$ cat config.mk
export PLATFORM = sky130hd
export DESIGN_NAME = uart_rx_robust
export DESIGN_NICKNAME = d
export VERILOG_FILES = /design/src/rtl/uart_rx_robust.sv
export SDC_FILE = /design/constraint.sdc
export NUM_CORES = 1
export LEC_CHECK = 0
export BUFFER_PORTS_ARGS = -buffer_cell sky130_fd_sc_hd__buf_2
export CORE_MARGIN = 3
export CORE_UTILIZATION = 37
export CTS_CLUSTER_DIAMETER = 80
export CTS_CLUSTER_SIZE = 25
export DETAILED_ROUTE_END_ITERATION = 8
export HOLD_SLACK_MARGIN = 0.1
export PLACE_DENSITY = 0.63
export SLEW_MARGIN = 20
export SYNTH_ARGS = -nofsm -noshare
export SYNTH_HDL_FRONTEND = slang
export SYNTH_SLANG_ARGS = --single-unit
$ cat constraint.sdc
create_clock -name i_clk -period 3.43 [get_ports i_clk]
set_input_delay 0.1715 -clock i_clk [delete_from_list [all_inputs] [get_ports i_clk]]
set_output_delay 0.1715 -clock i_clk [all_outputs]
set_load 0.005 [all_outputs]
$ cat src/rtl/uart_rx_robust.sv
// 8-bit UART receiver with a 2-flop synchroniser, 3-sample majority vote, and optional parity.
// Also detects framing errors and breaks, and presents bytes through a ready/valid holding register with overrun flag.
module uart_rx_robust #(
  parameter int unsigned CLKS_PER_BIT = 5208,
  parameter bit          PARITY_EN    = 1'b0,
  parameter bit          PARITY_ODD   = 1'b0
) (
  input  logic       i_clk,
  input  logic       i_rst_n,
  input  logic       i_rx_serial,
  output logic [7:0] o_rx_data,
  output logic       o_rx_valid,
  input  logic       i_rx_ready,
  output logic       o_frame_err,
  output logic       o_parity_err,
  output logic       o_break,
  output logic       o_overrun,
  input  logic       i_clr_overrun,
  output logic       o_busy
);

  localparam int unsigned MID    = CLKS_PER_BIT / 2;
  localparam logic [15:0] C_LAST = 16'(CLKS_PER_BIT - 1);
  localparam logic [15:0] C_PRE  = 16'(MID - 1);
  localparam logic [15:0] C_MID  = 16'(MID);
  localparam logic [15:0] C_POST = 16'(MID + 1);

  typedef enum logic [2:0] {
    S_IDLE, S_START, S_DATA, S_PARITY, S_STOP, S_BRK_WAIT
  } state_t;

  state_t      state_q, state_d;
  logic        rx_meta, rxs, rxd;
  logic [1:0]  sync_fill;
  logic        armed;
  logic [15:0] cnt;
  logic [2:0]  bit_idx;
  logic [7:0]  shreg;
  logic        samp_a, samp_b;
  logic        par_bit, par_err_q;
  logic        maj, fall, at_pre, at_mid, at_post, at_last;
  logic        frame_done, brk_w, load;

  assign at_pre     = (cnt == C_PRE);
  assign at_mid     = (cnt == C_MID);
  assign at_post    = (cnt == C_POST);
  assign at_last    = (cnt == C_LAST);
  assign maj        = (samp_a & samp_b) | (samp_a & rxs) | (samp_b & rxs);
  assign fall       = armed & rxd & ~rxs;
  assign frame_done = (state_q == S_STOP) && at_post;
  assign brk_w      = ~maj && (shreg == 8'h00) && (!PARITY_EN || !par_bit);
  assign load       = frame_done && (!o_rx_valid || i_rx_ready);
  assign o_busy     = (state_q != S_IDLE);

  // Edge detection stays disarmed until the synchronised line has been seen high,
  // so a line held low through reset never looks like a start bit.
  always_ff @(posedge i_clk or negedge i_rst_n) begin
    if (!i_rst_n) begin
      rx_meta   <= 1'b1;
      rxs       <= 1'b1;
      rxd       <= 1'b1;
      sync_fill <= '0;
      armed     <= 1'b0;
    end else begin
      rx_meta   <= i_rx_serial;
      rxs       <= rx_meta;
      rxd       <= rxs;
      sync_fill <= {sync_fill[0], 1'b1};
      armed     <= armed | (sync_fill[1] & rxs);
    end
  end

  always_comb begin
    state_d = state_q;
    case (state_q)
      S_IDLE:     if (fall) state_d = S_START;
      S_START: begin
        if (at_post && maj) state_d = S_IDLE;
        else if (at_last)   state_d = S_DATA;
      end
      S_DATA:     if (at_last && bit_idx == 3'd7) state_d = PARITY_EN ? S_PARITY : S_STOP;
      S_PARITY:   if (at_last) state_d = S_STOP;
      S_STOP:     if (at_post) state_d = brk_w ? S_BRK_WAIT : S_IDLE;
      S_BRK_WAIT: if (rxs) state_d = S_IDLE;
      default:    state_d = S_IDLE;
    endcase
  end

  always_ff @(posedge i_clk or negedge i_rst_n) begin
    if (!i_rst_n) begin
      state_q   <= S_IDLE;
      cnt       <= '0;
      bit_idx   <= '0;
      shreg     <= '0;
      samp_a    <= 1'b1;
      samp_b    <= 1'b1;
      par_bit   <= 1'b0;
      par_err_q <= 1'b0;
    end else begin
      state_q <= state_d;
      if (state_q == S_IDLE || state_q == S_BRK_WAIT || state_d != state_q || at_last)
        cnt <= '0;
      else
        cnt <= cnt + 16'd1;
      if (at_pre) samp_a <= rxs;
      if (at_mid) samp_b <= rxs;
      if (state_q == S_START) begin
        bit_idx   <= '0;
        par_bit   <= 1'b0;
        par_err_q <= 1'b0;
      end
      if (state_q == S_DATA && at_post) shreg   <= {maj, shreg[7:1]};
      if (state_q == S_DATA && at_last) bit_idx <= bit_idx + 3'd1;
      if (state_q == S_PARITY && at_post) begin
        par_bit   <= maj;
        par_err_q <= ((^shreg) ^ maj) != PARITY_ODD;
      end
    end
  end

  // A completing frame may load in the same cycle the held one is accepted.
  always_ff @(posedge i_clk or negedge i_rst_n) begin
    if (!i_rst_n) begin
      o_rx_data    <= '0;
      o_rx_valid   <= 1'b0;
      o_frame_err  <= 1'b0;
      o_parity_err <= 1'b0;
      o_break      <= 1'b0;
      o_overrun    <= 1'b0;
    end else begin
      if (load) begin
        o_rx_data    <= shreg;
        o_frame_err  <= ~maj;
        o_parity_err <= par_err_q;
        o_break      <= brk_w;
        o_rx_valid   <= 1'b1;
      end else if (o_rx_valid && i_rx_ready) begin
        o_rx_valid   <= 1'b0;
      end
      if (frame_done && !load) o_overrun <= 1'b1;
      else if (i_clr_overrun)  o_overrun <= 1'b0;
    end
  end

endmodule

==> summary.txt <==
Cells and area
  • N_diodes: 0
  • Layout cell share with drive strength beyond 1: 17.0%
  • Area Overhead vs Synth: 11.3%
  • Finished Cell Area: a little under 3000 um^2
  • NumNets Final: 260

Min path
  • Worst Hold Depth: 3
  • Hold Path Class: input port to flip-flop
  • Hold endpoint: o_rx_valid$_DFFE_PN0P_
  • Min-delay src: i_rx_ready

Floorplan
  • # rows: 29
  • Die area: 8050 um^2
  • Num ports: 19
  • Chip width: 89.7 um
  • Die Ht: 89.7 um
  • Initial core utilization: 39.5%
  • CORE AREA: 6570 um^2

Outcome
  • Status: finished clean

Global route
  • Number of global-route vias before repair: 1704
  • First-pass GRT wire length: around 8200 um
  • Number of antenna violations at the first check in global routing: 0
  • Grt ovf: 0
  • Largest net degree at the start of global routing: 31
  • Gr usage total: 12.3%

Timing
  • Slack of the critical path: a little over 0.9 ns
  • Worst-Margin Slew: 0.526 ns
  • Final Hold Slack: 0.151 ns
  • Slew Limit Fails: 0
  • Setup TNS: 0 ns
  • RSZ-0062 raised after global routing: false
  • Endpoints failing setup: 0
  • Fmax achieved: 401 MHz
  • Hold Vio Cnt, Final: 0
  • Slew Limit Headroom: 64.8%
  • Crit path time final: 2.50 ns
  • Final clock skew: 0.00611 ns
  • Final worst path period share: between 70% and 80%

Yosys
  • Seq/Total Area, Yosys: 50.4%
  • Yosys Warn Count: 0
  • Share of the synthesized area in the top cell type: 45.3%
  • Syn Nets: 238
  • Synth cell types: between 50 and 60
  • Top cells by area, synth: dfrtp_1, mux2_1, dfstp_2, ha_1, xnor2_1
  • Mean post-synth cell area: around 12 um^2
  • Largest area contributor in the netlist: dfrtp_1
  • Post-synthesis sequential element count: 52
  • Mapped Cells: approximately 220
  • Synth Cell Area: 2590 um^2
  • Most instantiated cells after synthesis: dfrtp_1, nor2_1, inv_1, nand2_1, mux2_1
  • Async SR Flop Fraction: 100%
  • Top_reg_cell synth: dfrtp_1
  • Post-synth EDFFs: 0
  • Most common cell in the synthesized netlist: dfrtp_1

Worst setup path
  • Crit path cell chain: inv_1 -> ha_1 -> or4bb_1 -> nor4_4 -> a311o_1 -> nand4_2 -> a21oi_1
  • Slowest CP cell: a311o_1
  • Endpoint class of the critical path: flip-flop
  • Crit Path Max Fanout: 10
  • Critical path arrival: 2.73 ns
  • CP Launch Type: flip-flop
  • Critical path class: flip-flop to flip-flop
  • Buffers & Inverters on Critical Path: 1
  • Reg-to-reg startpoint: cnt[1]$_DFF_PN0_
  • Req. time, crit path: 3.66 ns
  • R2R cell count: 7
  • R2r setup slk: 0.93 ns
  • Delay of the slowest cell on the worst path: 0.48 ns
  • CP top delay family: simple AND/OR/NAND/NOR gates
  • R2r endpoint: cnt[4]$_DFF_PN0_

Placed design
  • Post-DP Area: 2760 um^2
  • Detail Placement HPWL: 3310 um
  • DP Worst Slack: ~0.93 ns
  • RD Place Congestion: 0.801
  • Port bufs: 18

CTS
  • Clock slew at reported path FFs: around 0.1 ns
  • CTS sink cnt: 52
  • PostCTS Resize Cnt: 0
  • Clk Latency, worst-skew pair: a little over 0.3 ns
  • CTS tree: done
  • Post-CTS Hold Fix Bufs: 3
  • H-tree depth: 2
  • Post-CTS Setup Inserts: 0
  • CTS Buf Count: 5
  • Max clock buf depth: 2
  • Root buffer cell: clkbuf_8

Power
  • Pwr dens: roughly 420 nW/um^2
  • Pwr Total: between 1 and 1.5 mW
  • P_leak: between 1 and 1.5 nW
  • Maximum vdd drop: 0.000191 V

Drt
  • Number of vias per cell: between 4 and 5
  • Number of remaining DRC errors: 0
  • Routed Antenna Nets: 0
  • Iteration-0 DRC count of the detailed router: 101
  • WL/cell: 13.3 um
  • First-pass iteration count of the detailed router: 4
  • WL final: 4510 um
  • Via Count: 1697

Job
  • # Max-Cap Violations: 0
worst min-delay path, stage by stage:
cell	delay [ns]
buf_2	0.07
nand2b_1	0.13
nand2_1	0.06
cell type report:
class	instances	area (um^2)
clock buffers	6	82.6
well taps	93	116
clock inverters	2	13.8
inverters	14	52.6
flip-flops and latches	52	1310
multi-input cells	151	1190
repair buffers	22	128
fillers	621	3680
kinds of logic after synthesis:
family | after synthesis | synth area share [%]
simple gates | 73 | 19.0
flops | 52 | 50.4
compound gates | 29 | 7.38
buf+inv | 21 | 3.81
mux | 20 | 8.49
xor+xnor | 18 | 6.08
fa+ha+maj | 10 | 4.73
other cells | 1 | 0.145
through the flow:
step / util, % / std cells
after global routing: 44.0 / 340
final: 44.0 / 340
after global placement: 42.1 / 329
after CTS: 44.0 / 340
after floorplan: - / 224
after detailed placement: 42.1 / 329
layout by cell type (no fill, tap or decap), types with 2 or more instances in the layout:
cell,count
dfrtp_1,47
buf_2,18
nor2_1,16
inv_1,13
nand2_1,13
mux2_1,12
xnor2_1,11
a21oi_1,10
ha_1,9
nand3_1,7
xor2_1,7
mux2i_1,7
clkbuf_8,6
dfstp_2,5
nor3_1,4
nand2b_1,4
nand4_1,3
nor4bb_1,3
and3_1,3
o2bb2ai_1,3
dlygate4sd3_1,3
or3_1,2
o31ai_1,2
and4_1,2
o21ai_1,2
o22ai_1,2
or4bb_1,2
a22oi_1,2
how the worst max path moves through the flow:
stage	startpoint	endpoint	slack (ns)	cells after the start
2_1_floorplan	cnt[1]$_DFF_PN0_	o_break$_DFFE_PN0P_	1.26	7
3_3_place_gp	cnt[1]$_DFF_PN0_	cnt[9]$_DFF_PN0_	1.04	7
3_5_place_dp	cnt[1]$_DFF_PN0_	cnt[3]$_DFF_PN0_	0.93	7
4_1_cts	cnt[1]$_DFF_PN0_	cnt[3]$_DFF_PN0_	0.91	7
5_1_grt	cnt[1]$_DFF_PN0_	cnt[5]$_DFF_PN0_	0.73	7
6_report	cnt[1]$_DFF_PN0_	cnt[4]$_DFF_PN0_	0.93	7
flip-flops by register name (all words and copies together), names as in the netlist, 2 cells and up:
signal and cells:
bit_idx 3, cnt 16, o_rx_data 8, shreg 8, state_q 3, sync_fill 2
per-layer routing:
layer  GRT usage (%)  part of all wire (%)
met1            17.6                    51
met2            18.3                    44
met5               0                     0
met4            3.83                   1.2
met3            2.92                   3.9
where the power goes:
part	leakage, nW	internal, mW	switching, mW	total (mW)
Clock	0.0516	0.165	0.205	0.370
Combinational	0.544	0.0693	0.0844	0.154
Sequential	0.689	0.645	0.0536	0.699
Power figures use the tool's default switching activity.
